File: src/rtl/fft_pkg.sv
// Shared FFT datapath definitions: mode encodings, a complex sample struct,
// and the saturation helper used by the add/subtract core.
package fft_pkg;

   // Butterfly-leg selection for cplx_addsub_pipe
   localparam logic [1:0] MODE_ADD   = 2'b00;  // A + B
   localparam logic [1:0] MODE_SUB   = 2'b01;  // A - B
   localparam logic [1:0] MODE_SUB_J = 2'b10;  // A - jB
   localparam logic [1:0] MODE_ADD_J = 2'b11;  // A + jB

   // Default component width of a complex sample
   localparam int CPLX_W = 16;

   // Widest component width sat_clamp can produce
   localparam int SAT_MAX_W = 64;

   typedef struct packed {
      logic [CPLX_W-1:0] re;
      logic [CPLX_W-1:0] img;
   } cplx_t;

   // Largest positive (neg=0) or most negative (neg=1) w-bit two's-complement
   // value, returned in the low w bits; callers cast down to w bits.
   function automatic logic [SAT_MAX_W-1:0] sat_clamp(input logic neg, input int w);
      logic [SAT_MAX_W-1:0] r;
      r = '0;
      for (int i = 0; i < SAT_MAX_W; i++) begin
         if (i == w - 1)
            r[i] = neg;
         else if (i < w - 1)
            r[i] = ~neg;
      end
      return r;
   endfunction

endpackage

File: src/rtl/cplx_addsub_core.sv
// Combinational complex add/rotate at WIDTH+1 bits, then scale or wrap/saturate
// down to WIDTH bits. Saturation is enabled with the CPLX_ADDSUB_SAT_EN macro
// (only meaningful when SCALE=0); otherwise results wrap and ovf stays 0.
module cplx_addsub_core
   import fft_pkg::*;
#(
   parameter int WIDTH = 16,
   parameter int SCALE = 0
) (
   input  logic [1:0]       mode,
   input  logic [WIDTH-1:0] a_re,
   input  logic [WIDTH-1:0] a_img,
   input  logic [WIDTH-1:0] b_re,
   input  logic [WIDTH-1:0] b_img,
   output logic [WIDTH-1:0] x_re,
   output logic [WIDTH-1:0] x_img,
   output logic             ovf
);

   logic [WIDTH:0] ar, ai, br, bi;
   logic [WIDTH:0] r_re, r_im;

   assign ar = {a_re[WIDTH-1], a_re};
   assign ai = {a_img[WIDTH-1], a_img};
   assign br = {b_re[WIDTH-1], b_re};
   assign bi = {b_img[WIDTH-1], b_img};

   // Full-precision butterfly leg; multiplying B by -j or +j swaps its components
   always_comb begin
      r_re = '0;
      r_im = '0;
      case (mode)
         MODE_ADD:   begin r_re = ar + br; r_im = ai + bi; end
         MODE_SUB:   begin r_re = ar - br; r_im = ai - bi; end
         MODE_SUB_J: begin r_re = ar + bi; r_im = ai - br; end
         MODE_ADD_J: begin r_re = ar - bi; r_im = ai + br; end
         default:    begin r_re = '0;      r_im = '0;      end
      endcase
   end

`ifdef CPLX_ADDSUB_SAT_EN
   logic ovf_re, ovf_im;
   assign ovf_re = r_re[WIDTH] ^ r_re[WIDTH-1];
   assign ovf_im = r_im[WIDTH] ^ r_im[WIDTH-1];
`endif

   // Reduce to WIDTH bits: halve (floor) when scaling, else wrap or clamp
   always_comb begin
      x_re  = r_re[WIDTH-1:0];
      x_img = r_im[WIDTH-1:0];
      ovf   = 1'b0;
      if (SCALE != 0) begin
         x_re  = r_re[WIDTH:1];
         x_img = r_im[WIDTH:1];
      end else begin
`ifdef CPLX_ADDSUB_SAT_EN
         if (ovf_re)
            x_re = WIDTH'(sat_clamp(r_re[WIDTH], WIDTH));
         if (ovf_im)
            x_img = WIDTH'(sat_clamp(r_im[WIDTH], WIDTH));
         ovf = ovf_re | ovf_im;
`endif
      end
   end

endmodule

File: src/rtl/cplx_addsub_pipe.sv
// Two-stage pipelined complex add/subtract with valid/ready handshake.
// S1 registers operands, mode and tag; S2 registers the result and drives the
// outputs. Optional saturation and sticky ovf: CPLX_ADDSUB_SAT_EN.
module cplx_addsub_pipe
   import fft_pkg::*;
#(
   parameter int WIDTH = 16,
   parameter int SCALE = 0,
   parameter int TAG_W = 4
) (
   input  logic             clk,
   input  logic             rst,
   input  logic             in_valid,
   output logic             in_ready,
   input  logic [1:0]       mode,
   input  logic [WIDTH-1:0] a_re,
   input  logic [WIDTH-1:0] a_img,
   input  logic [WIDTH-1:0] b_re,
   input  logic [WIDTH-1:0] b_img,
   input  logic [TAG_W-1:0] tag_in,
   output logic             out_valid,
   input  logic             out_ready,
   output logic [WIDTH-1:0] x_re,
   output logic [WIDTH-1:0] x_img,
   output logic [TAG_W-1:0] tag_out,
   output logic             ovf
);

   logic             s1_valid, s2_valid;
   logic [1:0]       s1_mode;
   logic [WIDTH-1:0] s1_a_re, s1_a_img, s1_b_re, s1_b_img;
   logic [TAG_W-1:0] s1_tag;
   logic             adv1, adv2;
   logic [WIDTH-1:0] core_re, core_img;
   logic             core_ovf;
   logic             ovf_q;

   // Handshake: a stage advances when it is empty or its consumer takes its
   // contents this cycle. Input transfers on in_valid & in_ready, output on
   // out_valid & out_ready. in_ready is combinational from out_ready (no skid
   // buffer), which lets drain and accept happen in the same cycle bubble-free;
   // while stalled the S2 registers simply hold, keeping outputs stable.
   assign adv2      = !s2_valid || out_ready;
   assign adv1      = !s1_valid || adv2;
   assign in_ready  = adv1;
   assign out_valid = s2_valid;
   assign ovf       = ovf_q;

   cplx_addsub_core #(
      .WIDTH (WIDTH),
      .SCALE (SCALE)
   ) u_core (
      .mode  (s1_mode),
      .a_re  (s1_a_re),
      .a_img (s1_a_img),
      .b_re  (s1_b_re),
      .b_img (s1_b_img),
      .x_re  (core_re),
      .x_img (core_img),
      .ovf   (core_ovf)
   );

   // S1 operand capture; payload needs no reset since s1_valid qualifies it
   always_ff @(posedge clk) begin
      if (adv1 && in_valid) begin
         s1_mode  <= mode;
         s1_a_re  <= a_re;
         s1_a_img <= a_img;
         s1_b_re  <= b_re;
         s1_b_img <= b_img;
         s1_tag   <= tag_in;
      end
   end

   // Stage valids, S2 result registers and sticky overflow (only real S2 loads count)
   always_ff @(posedge clk) begin
      if (rst) begin
         s1_valid <= 1'b0;
         s2_valid <= 1'b0;
         x_re     <= '0;
         x_img    <= '0;
         tag_out  <= '0;
         ovf_q    <= 1'b0;
      end else begin
         if (adv1)
            s1_valid <= in_valid;
         if (adv2) begin
            s2_valid <= s1_valid;
            if (s1_valid) begin
               x_re    <= core_re;
               x_img   <= core_img;
               tag_out <= s1_tag;
               ovf_q   <= ovf_q | core_ovf;
            end
         end
      end
   end

endmodule

File: config.mk
export PLATFORM = sky130hd
export DESIGN_NAME = cplx_addsub_pipe
export DESIGN_NICKNAME = d
export VERILOG_FILES = /design/src/rtl/fft_pkg.sv /design/src/rtl/cplx_addsub_core.sv /design/src/rtl/cplx_addsub_pipe.sv
export SDC_FILE = /design/constraint.sdc
export NUM_CORES = 1
export LEC_CHECK = 0
export CAP_MARGIN = 25
export CELL_PAD_IN_SITES_DETAIL_PLACEMENT = 1
export CELL_PAD_IN_SITES_GLOBAL_PLACEMENT = 1
export CORE_MARGIN = 1
export CORE_UTILIZATION = 35
export CTS_CLUSTER_SIZE = 8
export DETAILED_ROUTE_END_ITERATION = 8
export GPL_TIMING_DRIVEN = 0
export PLACE_DENSITY_LB_ADDON = 0.1
export SETUP_SLACK_MARGIN = 0.15
export SLEW_MARGIN = 20
export SYNTH_ARGS = -nofsm -noshare
export SYNTH_HDL_FRONTEND = slang
export SYNTH_SLANG_ARGS = --single-unit
File: constraint.sdc
create_clock -name clk -period 12.7 [get_ports clk]
set_clock_uncertainty 0.1 [all_clocks]
set_input_delay 1.27 -clock clk [delete_from_list [all_inputs] [get_ports clk]]
set_output_delay 1.27 -clock clk [all_outputs]
set_load 0.05 [all_outputs]
== Word level (Yosys, flattened, before mapping) ==
Index checks and enable logic that the tools add are counted.

* Flip-flop bits (word level): 108
* Input port bits: 74
* Output and inout bits: 39
* Word-level logic and storage cells: 31

* Add/sub/neg operators: 8
* Equal/unequal tests: 3
* Mux-type cells: 2
* Reduce and logical (&&, ||, !) cells: 7

{| class="wikitable"
|+ Operator list
! cell !! count
|-
| $pmux W16 S4 || 2
|-
| $add A16 B16 Y16 || 4
|-
| $sub A16 B16 Y16 || 4
|-
| $eq A2 B2 Y1 const B || 2
|-
| $eq A2 B1 Y1 const B || 1
|-
| $logic_not A1 Y1 || 2
|-
| $logic_not A2 Y1 || 1
|-
| $logic_or A1 B1 Y1 || 2
|-
| $reduce_and A2 Y1 || 1
|-
| $logic_and A1 B1 Y1 || 1
|}

== Logic depth before layout (Yosys ltp) ==
Gate-level depths: netlist of the first run.

* Word-level depth: 4
* Gate-level depth with buffers: 18

== By module ==
From an unflattened synthesis of the first run, not the netlist that was laid out.

* Cells, all modules: 652
* Area, all modules: 6560.0 um^2

{| class="wikitable"
|+ Modules (own cells, without submodules)
! module !! times used !! cells an instance !! area an instance (um^2) !! seq. area each (um^2)
|-
| cplx_addsub_pipe || 1 || 246 || 3738.6 || 2882.8
|-
| cplx_addsub_core || 1 || 406 || 2821.5 || 0.0
|}

== Worst setup path after synthesis of the first run ==
Ideal clock, no wire load.

* Kind: register to register
* Start point: reg s1_b_img[0]
* End point: reg x_img[15]
* Library setup time: 0.117 ns
* Arrival time: 3.858 ns
* Required time: 12.483 ns
* Setup slack: 8.625 ns
* Cell stages (with the launch flop): 19
* Path buffers: 1
* Cells stage by stage: edfxtp_1 -> inv_1 -> ha_1 -> or3b_4 -> nor3_4 -> nand2_2 -> or3_1 -> buf_6 -> nand3_1 -> o21ai_1 -> a221oi_1 -> ha_1 -> a21o_1 -> a21oi_1 -> nor2b_1 -> a311oi_1 -> o21ai_1 -> xor3_1 -> a22o_1

* Longest elaborated chain between the ends: 2
* Elaborated cells between the ends (all ways): 3

{| class="wikitable"
|+ Ends and longest elaborated chain
! what !! line !! source
|-
| from (decl) || cplx_addsub_pipe.sv:31 || <nowiki>logic [WIDTH-1:0] s1_a_re, s1_a_img, s1_b_re, s1_b_img;</nowiki>
|-
| from (signal assigned) || cplx_addsub_pipe.sv:70 || <nowiki>s1_b_img <= b_img;</nowiki>
|-
| $sub A16 B16 Y16 / $add A16 B16 Y16 (equally long branches) || cplx_addsub_core.sv:34, cplx_addsub_core.sv:33 ||
|-
| $pmux W16 S4 * || cplx_addsub_core.sv:32 || <nowiki>case (mode)</nowiki>
|-
| to (signal assigned) || cplx_addsub_pipe.sv:91 || <nowiki>x_img <= core_img;</nowiki>
|-
| to (decl) || cplx_addsub_pipe.sv:24 || <nowiki>output logic [WIDTH-1:0] x_img,</nowiki>
|}

Every way passes the cells marked *; elsewhere a longest branch is shown, timed or not.
A chain may end at the register's enable or synchronous reset.

== Worst setup path after layout of the first run ==
* Start point: reg s1_mode[1]
* End point: reg x_re[14]

* Longest elaborated chain between the ends: 2
* Elaborated cells between the ends (all ways): 5

{| class="wikitable"
|+ Ends and longest elaborated chain
! what !! line !! source
|-
| from (decl) || cplx_addsub_pipe.sv:30 || <nowiki>logic [1:0] s1_mode;</nowiki>
|-
| from (signal assigned) || cplx_addsub_pipe.sv:66 || <nowiki>s1_mode <= mode;</nowiki>
|-
| $eq A2 B2 Y1, or another cell as far along || cplx_addsub_core.sv:32 ||
|-
| $pmux W16 S4 * || cplx_addsub_core.sv:32 ||
|-
| to (signal assigned) || cplx_addsub_pipe.sv:90 || <nowiki>x_re <= core_re;</nowiki>
|-
| to (decl) || cplx_addsub_pipe.sv:23 || <nowiki>output logic [WIDTH-1:0] x_re,</nowiki>
|}

Marked as above.

==> results of run 1 <==
-- final timing paths --
kind	start	to	cells past startpoint
setup / recovery	s1_mode[1]	x_re[14]	16
hold / removal	tag_out[0]	tag_out[0]	2
setup reg to reg	s1_mode[1]	x_re[14]	16
hold reg to reg	tag_out[0]	tag_out[0]	2
-- flip-flops by register name, indices dropped and copies added (netlist names), 2 cells and up --
| register | count |
|---|---|
| s1_b_re | 16 |
| x_re | 16 |
| s1_mode | 2 |
| s1_tag | 4 |
| tag_out | 4 |
| s1_a_re | 16 |
| s1_a_img | 16 |
| x_img | 16 |
| s1_b_img | 16 |
-- report_power, final --
group / leakage [nW] / internal [mW] / switching (mW)
registers: 0.995 / 0.400 / 0.0183
clock network: 0.150 / 0.159 / 0.130
logic: 1.71 / 0.113 / 0.156
total: 2.86 / 0.672 / 0.304
-- worst register-to-register path: stages, from the launching register on --
cell and delay [ps]:
edfxtp_1 450, clkbuf_1 480, clkbuf_1 520, clkbuf_1 450, nand2_1 90, o21ai_0 180
ha_1 250, inv_1 60, fa_1 400, a21o_1 190, a21oi_1 260, o21ba_2 200
o21ai_0 120, a211oi_1 360, o31ai_1 150, xor2_1 150, a22o_1 180
-- per-layer routing --
layer	global-route usage [%]	part of all wire [%]
met5	0	0
met4	5.74	1.3
met3	3.40	3.8
met2	36.1	49
met1	25.8	46
-- per-stage QoR --
stage | instances | setup slack [ps]
global placement | 958 | 7900
CTS | 975 | 7940
detailed placement | 959 | 7960
finish | 975 | 8000
floorplan | 622 | 8630
global route | 975 | 7670
-- area by class of cell --
class,count,share of cell area [%]
multi-input combinational,468,39.3
buffer,30,1.61
clock inverter,5,0.733
clock buffer,11,3.09
inverter,16,0.765
timing repair buffer,112,14.4
tap,225,3.59
sequential,108,36.5
-- logic make-up (layout without fill, tap and decap cells) --
kind of cell / count (synthesis) / after routing
AOI/OAI and AO/OA: 184 / 184
xor gates and xnor gates: 39 / 39
adders and majority gates: 37 / 37
buffers and inverters: 46 / 174
DFF: 108 / 108
muxes: 14 / 14
other: 1 / 1
and+or+nand+nor: 193 / 193
-- cell usage after synthesis (5+ instances only) --
cell type,number,area (um^2)
mux2i_1,6,60.1
xnor2_1,24,210
ha_1,35,438
o21ai_1,6,30.0
nor3_1,13,65.1
a21oi_1,62,310
nand3_1,15,75.1
o31ai_1,5,37.5
a31oi_1,5,31.3
or3_1,12,75.1
nand2_1,73,274
a211oi_1,13,97.6
dfxtp_1,38,761
clkbuf_1,22,82.6
xor2_1,14,123
o211ai_1,6,45.0
edfxtp_1,70,2100
o21ai_0,43,215
nand2b_1,10,62.6
mux2_2,8,90.1
nor2b_1,6,37.5
inv_1,14,52.6
a221oi_1,5,43.8
a21o_1,10,75.1
nor2_1,40,150
==> reports/metrics.cfg, run 1 <==
[cells_and_area]
antenna_cells = 0
finalCoreUtilization_pct = 45.7
mostFrequentLayoutCell = clkdlybuf4s50_1
final_cell_mix = clkdlybuf4s50_1, nand2_1, edfxtp_1, a21oi_1, o21ai_0
synthToLayoutAreaGrowth_pct = 28.0
fin_nets = 856
stdcell_area_mm2 = 0.00785
num-fill-cells = 1918
multiInputGateArea_mm2 = 0.00309
regArea_mm2 = 0.00286
final_layout_size_suffix_gt1_share_pct = 5.60

[yosys]
yosysSeqAreaShare_pct = 46.7
syn_nets = 733
synth.distinct_cells = 67
synth_ff_type = edfxtp_1
yosysWarningCount = 0
muxShareOfSynthArea_pct = 2.45
synth_top_family_by_area = compound AO/OA/AOI/OAI gates
synthArstFlopShare_pct = 0
synthXorXnorAreaFrac_pct = 5.81
syn_inst = 622
synth_seq_cells = 108
syn_area_mm2 = 0.00613
synth_simple_gate_area_share_pct = 15.6
synth_edf_count = 70
syn_avg_cell_area_um2 = 9.86
synth-compound-area-share_pct = 18.6
synth_fa_ha_area_share_pct = 7.79

[floorplan]
die_w_um = 134
std_cell_rows = 48
dieArea_mm2 = 0.0181
start_util_pct = 35.7
ios = 113
dieHeight_um = 134
core_area_mm2 = 0.0172

[timing]
final_hold_viol_count = 0
fin_tns_setup_ps = 0
max_freq_mhz = 213
slew_viol_final = 0
slew_headroom_pct = 58.2
period_share_pct = 37.0
post-route-min-period_ps = 4700
setup_viol = 0
whs_ps = 354
worst_pin_slew_ps = 627
rsz0062_at_grt = no

[setup_path]
crit_required_ps = 12850
cpMostUsedCell = clkbuf_1
arrival_ps = 4850
slowest_delay_ps = 520
crit_family = compound AO/OA/AOI/OAI gates
crit_slowest_cell = clkbuf_1
path_max_fanout = 10
critical_path.cell_chain = clkbuf_1, clkbuf_1, clkbuf_1, nand2_1, o21ai_0, ha_1, inv_1, fa_1, a21o_1, a21oi_1, o21ba_2, o21ai_0, a211oi_1, o31ai_1, xor2_1, a22o_1
ff2ff_setup_slack_ps = 8000
path_buf_inv = 4
crit_type = flop to flop
cp-end-kind = flop
critPathLaunchType = flop

[global_route]
grt_overflow_total = 0
grt_max_degree = 41
grt_pass1_wl_um = 27800
antenna_found_initial = 0
track_usage_pct = 20.5
grt_pass1_vias = 5143

[cts]
numCtsBuffers = 9
insertion_delay_ps = 360
path_clk_slew_ps = 70
cts_sinks = 108
htree_levels = 3
clock_path_buffers = 2
cts_tree = done
post_cts_buffers = 0
cts-root-buf = clkbuf_16
hold_buffers = 0
cts-resized-gates = 0

[placed_design]
port_buffers = 111
placed_cell_area_mm2 = 0.00755
gp_congestion = 0.816
hpwl_um = 14200

[hold_path]
hold_class = flop to flop

[status]
outcome = completed

[drt]
dr_total_vias = 5039
drt_iter0_markers = 147
dr.pass1.iters = 4
antenna_left = 0
wire_per_inst_um = 18.3
drc = 0
vias_per_cell = 5.17
wirelength_um = 17900

[pwr]
ir_worst_vdd_mv = 0.0854
powerDensity_mw_per_mm2 = 124
power.leakage_nw = 2.86
p_total_mw = 0.976

[run]
maxCapViolCount = 0

Note: power is estimated with default switching activity, not from simulation.
==> run 2, diff against run 1 <==
==> constraint.sdc (replaced) <==
create_clock -name clk -period 4.2 [get_ports clk]
set_clock_uncertainty 0.1 [all_clocks]
set_input_delay 0.42 -clock clk [delete_from_list [all_inputs] [get_ports clk]]
set_output_delay 0.42 -clock clk [all_outputs]
set_load 0.05 [all_outputs]
==> reports/metrics.cfg, run 2 (synthesis results as in run 1) <==
[setup_path]
crit_required_ps = 4350
critPathLaunchType = flop
arrival_ps = 4050
crit_type = flop to flop
cp-end-kind = flop
path_max_fanout = 5

[timing]
rsz0062_at_grt = no
whs_ps = 357
slew_viol_final = 0
final_hold_viol_count = 0
slew_headroom_pct = 56.8
post-route-min-period_ps = 3900
period_share_pct = 92.9
worst_pin_slew_ps = 648
setup_viol = 0
max_freq_mhz = 256

[floorplan]
core_area_mm2 = 0.0172
ios = 113
dieArea_mm2 = 0.0181
start_util_pct = 35.7
dieHeight_um = 134
die_w_um = 134
std_cell_rows = 48

[drt]
dr_total_vias = 5143
dr.pass1.iters = 4
wire_per_inst_um = 18.4
wirelength_um = 18200
drt_iter0_markers = 179
drc = 0
antenna_left = 0
vias_per_cell = 5.18

[placed_design]
gp_congestion = 0.824
hpwl_um = 14100
dp_cells = 959
port_buffers = 111

[pwr]
ir_worst_vdd_mv = 0.196
powerDensity_mw_per_mm2 = 374
p_total_mw = 3.07
power.leakage_nw = 3.01

[cts]
path_clk_slew_ps = 80
clock_path_buffers = 2
hold_buffers = 0
numCtsBuffers = 9
cts_sinks = 108
cts-root-buf = clkbuf_16
htree_levels = 3
cts_tree = done
insertion_delay_ps = 360

[global_route]
grt_pass1_wl_um = 28200
grt_pass1_vias = 5270
grt_overflow_total = 0
grt_max_degree = 41
track_usage_pct = 20.7
antenna_found_initial = 0

[run]
maxCapViolCount = 0

[hold_path]
hold_class = flop to flop

[cells_and_area]
stdcell_count = 993
mostFrequentLayoutCell = clkdlybuf4s50_1
num-fill-cells = 1903
final_layout_size_suffix_gt1_share_pct = 13.4
synthToLayoutAreaGrowth_pct = 33.6
antenna_cells = 0
final_cell_mix = clkdlybuf4s50_1, nand2_1, edfxtp_1, a21oi_1
finalCoreUtilization_pct = 47.7
fin_nets = 874

[status]
outcome = completed

run 2: what timing repair did:
item / in CTS / in global routing
gates resized for setup: 19 / 43
endpoints found under the setup margin: 18 / 9
pin swaps: 10 / 16
endpoints found under the hold margin: 0 / 0
setup buffers: 9 / 9
run 2: worst paths after layout:
check             depth (start not counted)   startpoint  slack (ps)         end
setup / recovery                         16  s1_b_img[1]         300    x_re[15]
hold / removal                            2   tag_out[3]         360  tag_out[3]
setup reg to reg                         16  s1_b_img[1]         300    x_re[15]
hold reg to reg                           2   tag_out[3]         360  tag_out[3]
run 2: layout make-up:
| class | instances | area, um^2 | area share [%] |
|---|---|---|---|
| tap | 225 | 282 | 3.44 |
| timing repair buffer | 130 | 1270 | 15.5 |
| inverter | 16 | 60.1 | 0.733 |
| clock buffer | 10 | 250 | 3.05 |
| sequential | 108 | 2860 | 34.9 |
| multi-input combinational | 468 | 3250 | 39.7 |
| buffer | 30 | 148 | 1.80 |
| clock inverter | 6 | 73.8 | 0.901 |
run 2: metal layers:
metal | track usage (%) | wire length, um | up-vias
li1 | - | - | 2559
met1 | 25.6 | 8170 | 2469
met2 | 36.9 | 9050 | 101
met3 | 3.17 | 763 | 14
met4 | 6.24 | 257 | 0
met5 | 0 | 0 | -
run 2: per-stage QoR:
stage | worst slack, ps | instance area (um^2) | TNS [ps]
6_report | 299 | 8200 | 0
5_1_grt | 123 | 8200 | 0
4_1_cts | 55.5 | 7990 | 0
3_5_place_dp | -551 | 7550 | -3030
3_3_place_gp | -550 | 7530 | -2470
2_1_floorplan | 185 | 6140 | 0
run 2: power by group:
group / switching [mW] / internal (mW)
combinational: 0.498 / 0.378
clock: 0.419 / 0.509
sequential: 0.0549 / 1.21
run 2: worst max-delay path, stage by stage, from the launching register on:
cell and delay (ps):
edfxtp_1 420, buf_4 160, buf_4 130, or3_1 400, or3_4 380, nor2_2 140
a21oi_1 100, xnor2_1 200, nand2_1 70, o21ai_0 160, ha_2 370, o21a_1 230
o211ai_1 200, o21ai_1 150, o31ai_1 290, xnor2_1 100, a22o_1 180
==> run 3, diff against run 2 <==
--- a/config.mk
+++ b/config.mk
@@ -5,7 +5,6 @@
 export SDC_FILE = /design/constraint.sdc
 export NUM_CORES = 1
 export LEC_CHECK = 0
-export CAP_MARGIN = 25
 export CELL_PAD_IN_SITES_DETAIL_PLACEMENT = 1
 export CELL_PAD_IN_SITES_GLOBAL_PLACEMENT = 1
 export CORE_MARGIN = 1
==> results of run 3 <==
No change in the layout: final DEF, timing and power equal those of run 2.
